### config.mk
export PLATFORM = sky130hd
export DESIGN_NAME = spi_reg_ctrl
export DESIGN_NICKNAME = d
export VERILOG_FILES = /design/src/rtl/spi_reg_ctrl.sv
export SDC_FILE = /design/constraint.sdc
export NUM_CORES = 1
export LEC_CHECK = 0
export CORE_UTILIZATION = 39
export DETAILED_ROUTE_END_ITERATION = 6
export SYNTH_ARGS = -nofsm -noshare
export SYNTH_HDL_FRONTEND = slang
export SYNTH_SLANG_ARGS = --single-unit
### constraint.sdc
create_clock -name clk_i -period 4.5 [get_ports clk_i]
set_input_delay 0.45 -clock clk_i [delete_from_list [all_inputs] [get_ports clk_i]]
set_output_delay 0.45 -clock clk_i [all_outputs]
set_load 0.02 [all_outputs]
### src/rtl/spi_reg_ctrl.sv
// SPI mode-0 target: 16-bit write frames into five 8-bit control registers.
// Define SPI_READBACK_EN to enable register readback on cipo_o during read frames.
module spi_reg_ctrl #(
  parameter int unsigned SYNC_STAGES = 2,
  parameter logic [6:0]  MAX_ADDR    = 7'h04
) (
  input  logic       clk_i,
  input  logic       rst_i,
  input  logic       sclk_i,
  input  logic       copi_i,
  input  logic       ncs_i,
  output logic       cipo_o,
  output logic [7:0] en_reg_out_7_0_o,
  output logic [7:0] en_reg_out_15_8_o,
  output logic [7:0] en_reg_pwm_7_0_o,
  output logic [7:0] en_reg_pwm_15_8_o,
  output logic [7:0] pwm_duty_cycle_o,
  output logic       wr_done_o
);

  typedef enum logic [1:0] {StIdle, StShift, StCommit} state_e;

  logic [SYNC_STAGES-1:0] sclk_sync_q, copi_sync_q, ncs_sync_q;
  logic                   sclk_dly_q, ncs_dly_q;
  logic                   sclk_s, copi_s, ncs_s;
  logic                   sclk_rise, ncs_rise, ncs_fall;

  state_e         state_q;
  logic [4:0]     cnt_q;
  logic [15:0]    shreg_q;
  logic [15:0]    shreg_shift;
  logic [4:0][7:0] regs_q;
  logic           wr_done_q;
  logic [6:0]     wr_addr;
  logic           wr_hit;

  always_ff @(posedge clk_i) begin
    if (rst_i) begin
      sclk_sync_q <= '0;
      copi_sync_q <= '0;
      ncs_sync_q  <= '1;
      sclk_dly_q  <= 1'b0;
      ncs_dly_q   <= 1'b1;
    end else begin
      sclk_sync_q <= {sclk_sync_q[SYNC_STAGES-2:0], sclk_i};
      copi_sync_q <= {copi_sync_q[SYNC_STAGES-2:0], copi_i};
      ncs_sync_q  <= {ncs_sync_q[SYNC_STAGES-2:0], ncs_i};
      sclk_dly_q  <= sclk_s;
      ncs_dly_q   <= ncs_s;
    end
  end

  assign sclk_s      = sclk_sync_q[SYNC_STAGES-1];
  assign copi_s      = copi_sync_q[SYNC_STAGES-1];
  assign ncs_s       = ncs_sync_q[SYNC_STAGES-1];
  assign sclk_rise   = sclk_s & ~sclk_dly_q;
  assign ncs_rise    = ncs_s & ~ncs_dly_q;
  assign ncs_fall    = ~ncs_s & ncs_dly_q;
  assign shreg_shift = {shreg_q[14:0], copi_s};
  assign wr_addr     = shreg_q[14:8];
  assign wr_hit      = (cnt_q == 5'd16) && shreg_q[15] && (wr_addr <= MAX_ADDR);

`ifdef SPI_READBACK_EN
  logic       sclk_fall;
  logic [7:0] out_sh_q;
  logic [7:0] rd_data;

  assign sclk_fall = ~sclk_s & sclk_dly_q;

  // At the 8th rising edge shreg_shift[6:0] already holds the full read address.
  always_comb begin
    rd_data = 8'h00;
    if (shreg_shift[6:0] <= MAX_ADDR) begin
      case (shreg_shift[6:0])
        7'h00:   rd_data = regs_q[0];
        7'h01:   rd_data = regs_q[1];
        7'h02:   rd_data = regs_q[2];
        7'h03:   rd_data = regs_q[3];
        7'h04:   rd_data = regs_q[4];
        default: rd_data = 8'h00;
      endcase
    end
  end

  assign cipo_o = out_sh_q[7];
`else
  assign cipo_o = 1'b0;
`endif

  always_ff @(posedge clk_i) begin
    if (rst_i) begin
      state_q   <= StIdle;
      cnt_q     <= '0;
      shreg_q   <= '0;
      regs_q    <= '0;
      wr_done_q <= 1'b0;
`ifdef SPI_READBACK_EN
      out_sh_q  <= '0;
`endif
    end else begin
      wr_done_q <= 1'b0;
      case (state_q)
        StIdle: begin
          if (ncs_fall) begin
            state_q <= StShift;
            cnt_q   <= '0;
            shreg_q <= '0;
          end
        end
        StShift: begin
          if (ncs_rise) begin
            // An sclk edge coinciding with deselect is dropped.
            state_q <= StCommit;
`ifdef SPI_READBACK_EN
            out_sh_q <= '0;
`endif
          end else begin
            if (sclk_rise) begin
              shreg_q <= shreg_shift;
              if (cnt_q != 5'd17) cnt_q <= cnt_q + 5'd1;
`ifdef SPI_READBACK_EN
              if (cnt_q == 5'd7 && !shreg_shift[7]) out_sh_q <= rd_data;
`endif
            end
`ifdef SPI_READBACK_EN
            // The falling edge right after the load keeps the MSB on the line.
            if (sclk_fall && cnt_q >= 5'd9) out_sh_q <= {out_sh_q[6:0], 1'b0};
`endif
          end
        end
        StCommit: begin
          if (wr_hit) begin
            wr_done_q <= 1'b1;
            case (wr_addr)
              7'h00:   regs_q[0] <= shreg_q[7:0];
              7'h01:   regs_q[1] <= shreg_q[7:0];
              7'h02:   regs_q[2] <= shreg_q[7:0];
              7'h03:   regs_q[3] <= shreg_q[7:0];
              7'h04:   regs_q[4] <= shreg_q[7:0];
              default: ;
            endcase
          end
          // A reselect seen here starts the next frame without passing through idle.
          if (ncs_fall) begin
            state_q <= StShift;
            cnt_q   <= '0;
            shreg_q <= '0;
          end else begin
            state_q <= StIdle;
          end
        end
        default: state_q <= StIdle;
      endcase
    end
  end

  assign en_reg_out_7_0_o  = regs_q[0];
  assign en_reg_out_15_8_o = regs_q[1];
  assign en_reg_pwm_7_0_o  = regs_q[2];
  assign en_reg_pwm_15_8_o = regs_q[3];
  assign pwm_duty_cycle_o  = regs_q[4];
  assign wr_done_o         = wr_done_q;

endmodule

Word-level counts from Yosys, hierarchy flattened:

Cells that the tools add are included.

* output and inout port bits: 42
* flip-flop bits (word level): 72
* input port bits: 5
* logic and storage cells: 66

* bitwise gates (word level): 7
* order comparisons: 1
* equality and inequality tests: 14
* add/sub/neg operators: 1
* multiplexer cells: 14
* reductions and logical operators: 15

Operator list (count)
* $mux W16: 3
* $pmux W16 S2: 1
* $mux W5: 4
* $reduce_and A3 Y1: 5
* $eq A7 B2 Y1 const B: 2
* $ne A2 B2 Y1 const B: 5
* $pmux W5 S2: 1
* $eq A7 B1 Y1 const B: 1
* $eq A7 B3 Y1 const B: 1
* $le A7 B3 Y1 const B: 1
* $logic_not A7 Y1: 1
* $pmux W2 S3: 1
* $add A5 B1 Y5 const B: 1
* $eq A5 B5 Y1 const B: 1
* $ne A5 B5 Y1 const B: 1
* $reduce_and A5 Y1: 1
* $mux W2: 2
* $not A1 Y1: 4
* $reduce_and A4 Y1: 1
* $reduce_or A2 Y1: 2
* $and A1 B1 Y1: 3
* $eq A2 B1 Y1 const B: 1
* $eq A2 B2 Y1 const B: 1
* $logic_and A1 B1 Y1: 2
* 5 further kinds: 6

Depth between registers and ports, before layout:

* word-level depth: 5
* depth in mapped cells: 7
* depth with buffers taken out: 6

Worst setup path before layout:

OpenSTA, ideal clock, no wires.

* path kind: register to register
* from: register shreg_q[10]
* to: register regs_q, in the netlist en_reg_pwm_7_0_o[0]
* cell stages (with the launch flop): 5
* library setup time: 0.128 ns
* arrival: 1.425 ns
* setup slack: 2.947 ns
* data required time: 4.372 ns
* period minus slack after synthesis: 1.553 ns
* path buffers: 0
* path through: dfxtp_1 > nor4b_1 > nand4_2 > mux2i_1 > nor2_1

* longest elaborated chain between the ends: 3
* elaborated cells on any way between the ends: 4
* those cells by class: order compare: 1; eq/ne: 1; reduce/logical: 2

RTL lines
* from (decl): RTL line 30 `logic [15:0] shreg_q;`
* from (signal assigned): RTL line 119 `shreg_q <= shreg_shift;`
* $le A7 B3 Y1: RTL line 61 `assign wr_hit = (cnt_q == 5'd16) && shreg_q[15] && (wr_addr <= MAX_ADDR);`
* $logic_and A1 B1 Y1: RTL line 61
* $reduce_and A3 Y1 (no line) (*)
* to (decl): RTL line 32 `logic [4:0][7:0] regs_q;`

Mark *: on every way between the ends. The rest lies on a longest branch, timed or not.
A chain may end at the register's enable or synchronous reset.

Worst setup path in the final report:

* from: register state_q[0]
* to: register cnt_q[2]

* longest elaborated chain between the ends: 4
* elaborated cells on any way between the ends: 11
* those cells by class: eq/ne: 6; mux: 1; reduce/logical: 4

RTL lines
* from (decl): RTL line 28 `state_e state_q;`
* from (signal assigned): RTL line 92 `state_q <= StIdle;`
* from (signal assigned): RTL line 105 `state_q <= StShift;`
* from (signal assigned): RTL line 113 `state_q <= StCommit;`
* $eq A2 B2 Y1 / $logic_not A2 Y1 (equally long branches): RTL line 102 `case (state_q)`
* $reduce_or A2 Y1 (no line)
* $ne A2 B1 Y1 (no line) / $reduce_bool A2 Y1 (equally long branches)
* $reduce_and A5 Y1 (no line)
* to (signal assigned): RTL line 120 `if (cnt_q != 5'd17) cnt_q <= cnt_q + 5'd1;`
* to (decl): RTL line 29 `logic [4:0] cnt_q;`

Several ways; a longest one is shown, not always the timed one.

==> metrics.md <==
| Metric | Value |
|---|---|
| Antenna violation net count after detailed routing | `0` |
| CP max stage cell | `dfxtp_1` |
| Worst-Skew Late Latency | `0.35 ns` |
| Critical path buffers and inverters | `0` |
| Synthesis-stage register bit count | `72` |
| Final min period | `2.50 ns` |
| GRT Overall Usage | `0.163` |
| CP required | `4.78 ns` |
| Largest net degree at the start of global routing | `69` |
| Post-CTS Setup Inserts | `0` |
| Setup Viol. Count Final | `0` |
| Synthesized area | `0.00273 mm2` |
| WP data arrival | `2.78 ns` |
| Tightest Pin Transition | `1.01 ns` |
| Post-synth cell types | `31` |
| Wl on met1 | `2870 um` |
| Fillers | `656` |
| First-pass GRT wire length | `9030 um` |
| H-tree levels | `3` |
| YS warnings | `0` |
| Vias in the first global route | `1,779` |
| Register area share after synthesis | `0.528` |
| Cts-stage hold buffer count | `0` |
| Top routing layer used | `met4` |
| Syn Inst Count | `276` |
| Largest stage delay on the critical path | `0.76 ns` |
| Total global routing overflow | `0` |
| Avg Inst Size Synth | `9.90 um2` |
| Slew Limit Fails | `0` |
| Leakage power total | `1.50 nW` |
| Unrepaired setup endpoints after global routing | `no` |
| DIE HEIGHT | `85.7 um` |
| Vias/cell | `4.87` |
| Final Hold Vio Count | `0` |
| Nets@finish | `326` |
| Setup Skew | `0.0120 ns` |
| Initial DRC Count | `88` |
| Share of cells above drive strength 1 | `0.0960` |
| Worst hold path class | `reg -> reg` |
| VDD IR max | `185 uV` |
| GP Congestion | `0.689` |
| Met2 Wirelength | `2370 um` |
| Antenna cell count | `0` |
| Clk slew on worst S/H paths | `0.07 ns` |
| PwrDens | `344 mW/mm2` |
| Critical path class | `reg -> reg` |
| Final WL | `5550 um` |
| Most common cell in the netlist | `dfxtp_1` |
| Main synth FF type | `dfxtp_1` |
| Clk root buf | `clkbuf_8` |
| CP Capture Type | `register` |
| Largest area contributor in the netlist | `dfxtp_1` |
| Maximum fanout along the worst path | `24` |
| Area share of the largest cell type after synthesis | `0.528` |
| Period utilization | `0.555` |
| Post-Syn Nets | `284` |
| Die width | `85.7 um` |
| Drt drc | `0` |
| Worst setup SP type | `register` |
| Max_slew headroom | `0.323` |
| CTS buffer count | `9` |
| Clock sink count | `72` |
| Delay-heaviest family, CP | `simple AND/OR/NAND/NOR gates` |
| DP HPWL | `3450 um` |
| Maxcap violations | `0` |
| Core region area | `0.00679 mm2` |
| Starting density of the core | `0.402` |
| # rows | `30` |
| Layout overhead on the synthesized area | `25.7%` |
| I/O pin count | `47` |
| Async SR Flop Fraction | `0` |
| Port buffer count | `45` |
| Setup TNS | `0 ns` |
| Initial antenna violation count | `0` |
| Outcome | `completed` |
| CTS tree | `built` |
| 1st-pass router iterations | `4` |
| CTS resizes | `0` |
| Routed wire per std cell | `13.2 um` |
| Crit-path cells | `and2b_1, a41oi_2, or4_1, a21oi_1` |
| Fmax | `401 MHz` |
| Post-Place Cells | `403` |
| Synth area leaders | `dfxtp_1, mux2i_1, nor2_1, a21oi_1, nand3_1` |
| EDFF count, synth | `0` |
| Die area | `0.00734 mm2` |
| Commonest cells post-synth | `dfxtp_1, nor2_1, mux2i_1` |
| Final non-filler cell total | `419` |
| WL met3 | `182 um` |
| CTS Buffer Depth | `2` |
| Vias | `2,042` |
metrics by stage:
step	utilization	hold slack (ns)	area, um2	total power, mW	worst slack (ns)
after global placement	0.476	0.401	3230	0.688	2.13
after detailed placement	0.476	0.401	3230	0.688	2.08
final	0.505	0.415	3430	1.18	2.00
after global routing	0.505	0.438	3430	1.23	1.82
after CTS	0.505	0.420	3430	1.20	2.04
after floorplan	-	0.389	2730	0.682	2.95
kinds of logic after synthesis:
family | share of synthesized area
buf+inv | 0.0325
compound gates | 0.0623
fa+ha+maj | 0.0137
mux | 0.147
flops | 0.528
other cells | 0.00137
simple gates | 0.216
power breakdown:
| part | leakage, nW | switching [mW] | internal (mW) |
|---|---|---|---|
| clock | 0.0887 | 0.249 | 0.258 |
| combinational | 0.831 | 0.0200 | 0.00836 |
| sequential | 0.581 | 0.00453 | 0.641 |
| total | 1.50 | 0.273 | 0.907 |
cell type report:
cell class	instances	area [um2]	area share
Clock buffer	10	128	0.0372
Clock inverter	6	70.1	0.0204
Inverter	5	18.8	0.00547
Multi-Input combinational cell	184	1200	0.350
Sequential cell	72	1440	0.420
Tap cell	96	120	0.0350
Timing Repair Buffer	46	453	0.132
placed cells by master, fill, tap and decap left out, types with 3 or more instances in the layout:
cell,n
dfxtp_1,72
a21oi_1,22
nand4_2,5
clkdlybuf4s50_1,44
nand2_1,16
nor3b_1,3
nand3_1,21
inv_1,5
ha_1,3
or2_2,4
nor2_1,43
clkinvlp_4,3
mux2i_1,40
clkbuf_8,9
o21ai_0,5
nor2b_1,6
per-layer routing:
metal / vias up / GRT usage
met2: 39 / 0.223
li1: 1026 / -
met4: 0 / 0.0955
met3: 11 / 0.0346
met5: - / 0
met1: 966 / 0.234
final timing paths:
path                   endpoint          start  slack, ns  depth (start not counted)
hold reg to reg   ncs_sync_q[1]  ncs_sync_q[0]       0.41                          1
hold / removal    ncs_sync_q[1]  ncs_sync_q[0]       0.41                          1
setup reg to reg       cnt_q[2]     state_q[0]       2.00                          4
setup / recovery       cnt_q[2]     state_q[0]       2.00                          4
sequential cells by signal (all words and copies together), names as in the netlist, 5 cells and up:
register           cells
shreg_q               16
en_reg_out_15_8_o      8
en_reg_out_7_0_o       8
en_reg_pwm_15_8_o      8
en_reg_pwm_7_0_o       8
pwm_duty_cycle_o       8
cnt_q                  5
(Power assumes the default switching activity.)
==> RTL change (same settings) <==
Register the inputs `copi_i` and `ncs_i` before use, with the module's reset. The logic sees them one clock later.
--- a/src/rtl/spi_reg_ctrl.sv
+++ b/src/rtl/spi_reg_ctrl.sv
@@ -20,4 +20,17 @@
 
   typedef enum logic [1:0] {StIdle, StShift, StCommit} state_e;
+
+  logic copi_q;
+  logic ncs_q;
+
+  always_ff @(posedge clk_i) begin
+    if (rst_i) begin
+      copi_q <= '0;
+      ncs_q  <= '0;
+    end else begin
+      copi_q <= copi_i;
+      ncs_q  <= ncs_i;
+    end
+  end
 
   logic [SYNC_STAGES-1:0] sclk_sync_q, copi_sync_q, ncs_sync_q;
@@ -44,6 +57,6 @@
     end else begin
       sclk_sync_q <= {sclk_sync_q[SYNC_STAGES-2:0], sclk_i};
-      copi_sync_q <= {copi_sync_q[SYNC_STAGES-2:0], copi_i};
-      ncs_sync_q  <= {ncs_sync_q[SYNC_STAGES-2:0], ncs_i};
+      copi_sync_q <= {copi_sync_q[SYNC_STAGES-2:0], copi_q};
+      ncs_sync_q  <= {ncs_sync_q[SYNC_STAGES-2:0], ncs_q};
       sclk_dly_q  <= sclk_s;
       ncs_dly_q   <= ncs_s;
Behaviour: same outputs for any inputs over 10 cycles, from zero or initial values and one cycle with rst_i high; that may be too few to reach the edited logic, so the function may still have changed.
==> RTL change against the unedited design <==
Final cell count increased by 2.6%. Worst setup slack worse by 0.31 ns. Die area up 3.9%. Wire length rose by 7.5%. Power rose by 7.6%. Sequential share of layout area is 0.42 points lower. Synthesized area is 4.0% higher. Clock skew is 0.0045 ns lower. Hold slack worse by 0.0041 ns. Sequential power increased by 3%. Final area grew 3.8%. Sequential cell count is 2 higher.
==> RTL change: results (changes against the unedited design) <==
| Metric | Value |
|---|---|
| Status | finished clean |
| Cells after DPL | 414 (+2.7%) |
| Leakage power | 0.00155 uW (+3.6%) |
| Synth top cells by count | dfxtp_1, nor2_1, mux2i_1, nand2_1, nand3_1 |
| Tightest Pin Transition | 1.07 ns (+0.0574 ns) |
| HP Start | ncs_q |
| Filler Cells Inserted | 654 (-0.30%) |
| Synth cell types | 40 (+29%) |
| Int Pwr | 998 uW (+10%) |
| Routed vias/inst | 4.85 (-0.55%) |
| R2R Path End | pwm_duty_cycle_o[3] |
| Sw Share | 21.4% (-1.7 points) |
| Slowest CP cell | nor4bb_1 |
| Seq pwr share | 52.3% (-2.4 points) |
| Largest net degree at the start of global routing | 45 (-35%) |
| Synthesized area per cell | 9.83 um2 (-0.65%) |
| GRT Util Overall | 16.8% (+0.56 points) |
| Vias in the first global route | 1,944 (+9.3%) |
| Total number of vias | 2,084 (+2.1%) |
| Share of cells above drive strength 1 | 8.38% (-1.2 points) |
| Hold path depth | 1 (unchanged) |
| Max H-tree Level | 3 (unchanged) |
| Synth top area cells | dfxtp_1, mux2i_1, nor2_1, nand3_1, a21oi_1 |
| Max FO, Critical Path | 9 (-63%) |
| Hold WS | 0.411 ns (-0.00408 ns) |
| Sequential area share after synthesis | 52.1% (-0.64 points) |
| Largest stage delay, worst path | 0.91 ns (+0.15 ns) |
| Synthesized Nets | 297 (+4.6%) |
| R2r worst-path depth | 6 (+2) |
| Routability cong. | 0.784 (+14%) |
| IR drop worst, VDD | 0.000244 V (+32%) |
| Final nets | 337 (+3.4%) |
| R2R setup slack | 1.69 ns (-0.31 ns) |
| Combinational gate power | 34.6 uW (+22%) |
| Wire per inst | 13.9 um (+4.8%) |
| Ant diodes | 0 (unchanged) |
| FF-to-FF Start | cnt_q[0] |
| Clock skew | 0.00745 ns (-0.00451 ns) |
RTL change: cell types whose count changed after synthesis, moves of 4 or more:
cell / delta
clkbuf_1: +4
a21oi_1: -4
o21ai_0: -4
nor2b_1: +5
nand2_1: +4
RTL change: final cells by class:
cell class | instances | area, um2 | share of cell area [%]
sequential | 74 | 1480 | 41.6
multi-input combinational | 195 | 1270 | 35.6
timing repair buffer | 46 | 453 | 12.7
clock buffer | 10 | 138 | 3.86
tap | 96 | 120 | 3.37
clock inverter | 6 | 90.1 | 2.53
inverter | 3 | 11.3 | 0.316
RTL change: worst max-delay path by stage:
stage	slack, ns	start	depth (start not counted)	end
6_report	1.69	cnt_q[0]	6	pwm_duty_cycle_o[3]
5_1_grt	1.33	cnt_q[0]	6	pwm_duty_cycle_o[5]
3_3_place_gp	1.83	cnt_q[0]	6	pwm_duty_cycle_o[7]
4_1_cts	1.69	cnt_q[0]	6	pwm_duty_cycle_o[3]
2_1_floorplan	2.84	cnt_q[1]	6	cnt_q[2]
3_5_place_dp	1.74	cnt_q[0]	6	pwm_duty_cycle_o[6]
RTL change: per-layer routing:
| metal | vias to the layer above | part of all wire, % | track usage, % |
|---|---|---|---|
| li1 | 1075 | - | - |
| met5 | - | 0 | 0 |
| met3 | 7 | 5.3 | 6.64 |
| met2 | 40 | 45 | 25.5 |
| met1 | 962 | 49 | 22.0 |
| met4 | 0 | 1.4 | 5.37 |
RTL change: kinds of logic after synthesis:
| family | count (synthesis) | share of synthesized area (%) |
|---|---|---|
| other cells | 1 | 0.132 |
| fa+ha+maj | 3 | 1.32 |
| simple gates | 122 | 22.7 |
| flops | 74 | 52.1 |
| compound gates | 27 | 5.72 |
| buf+inv | 20 | 3.17 |
| mux | 42 | 14.8 |
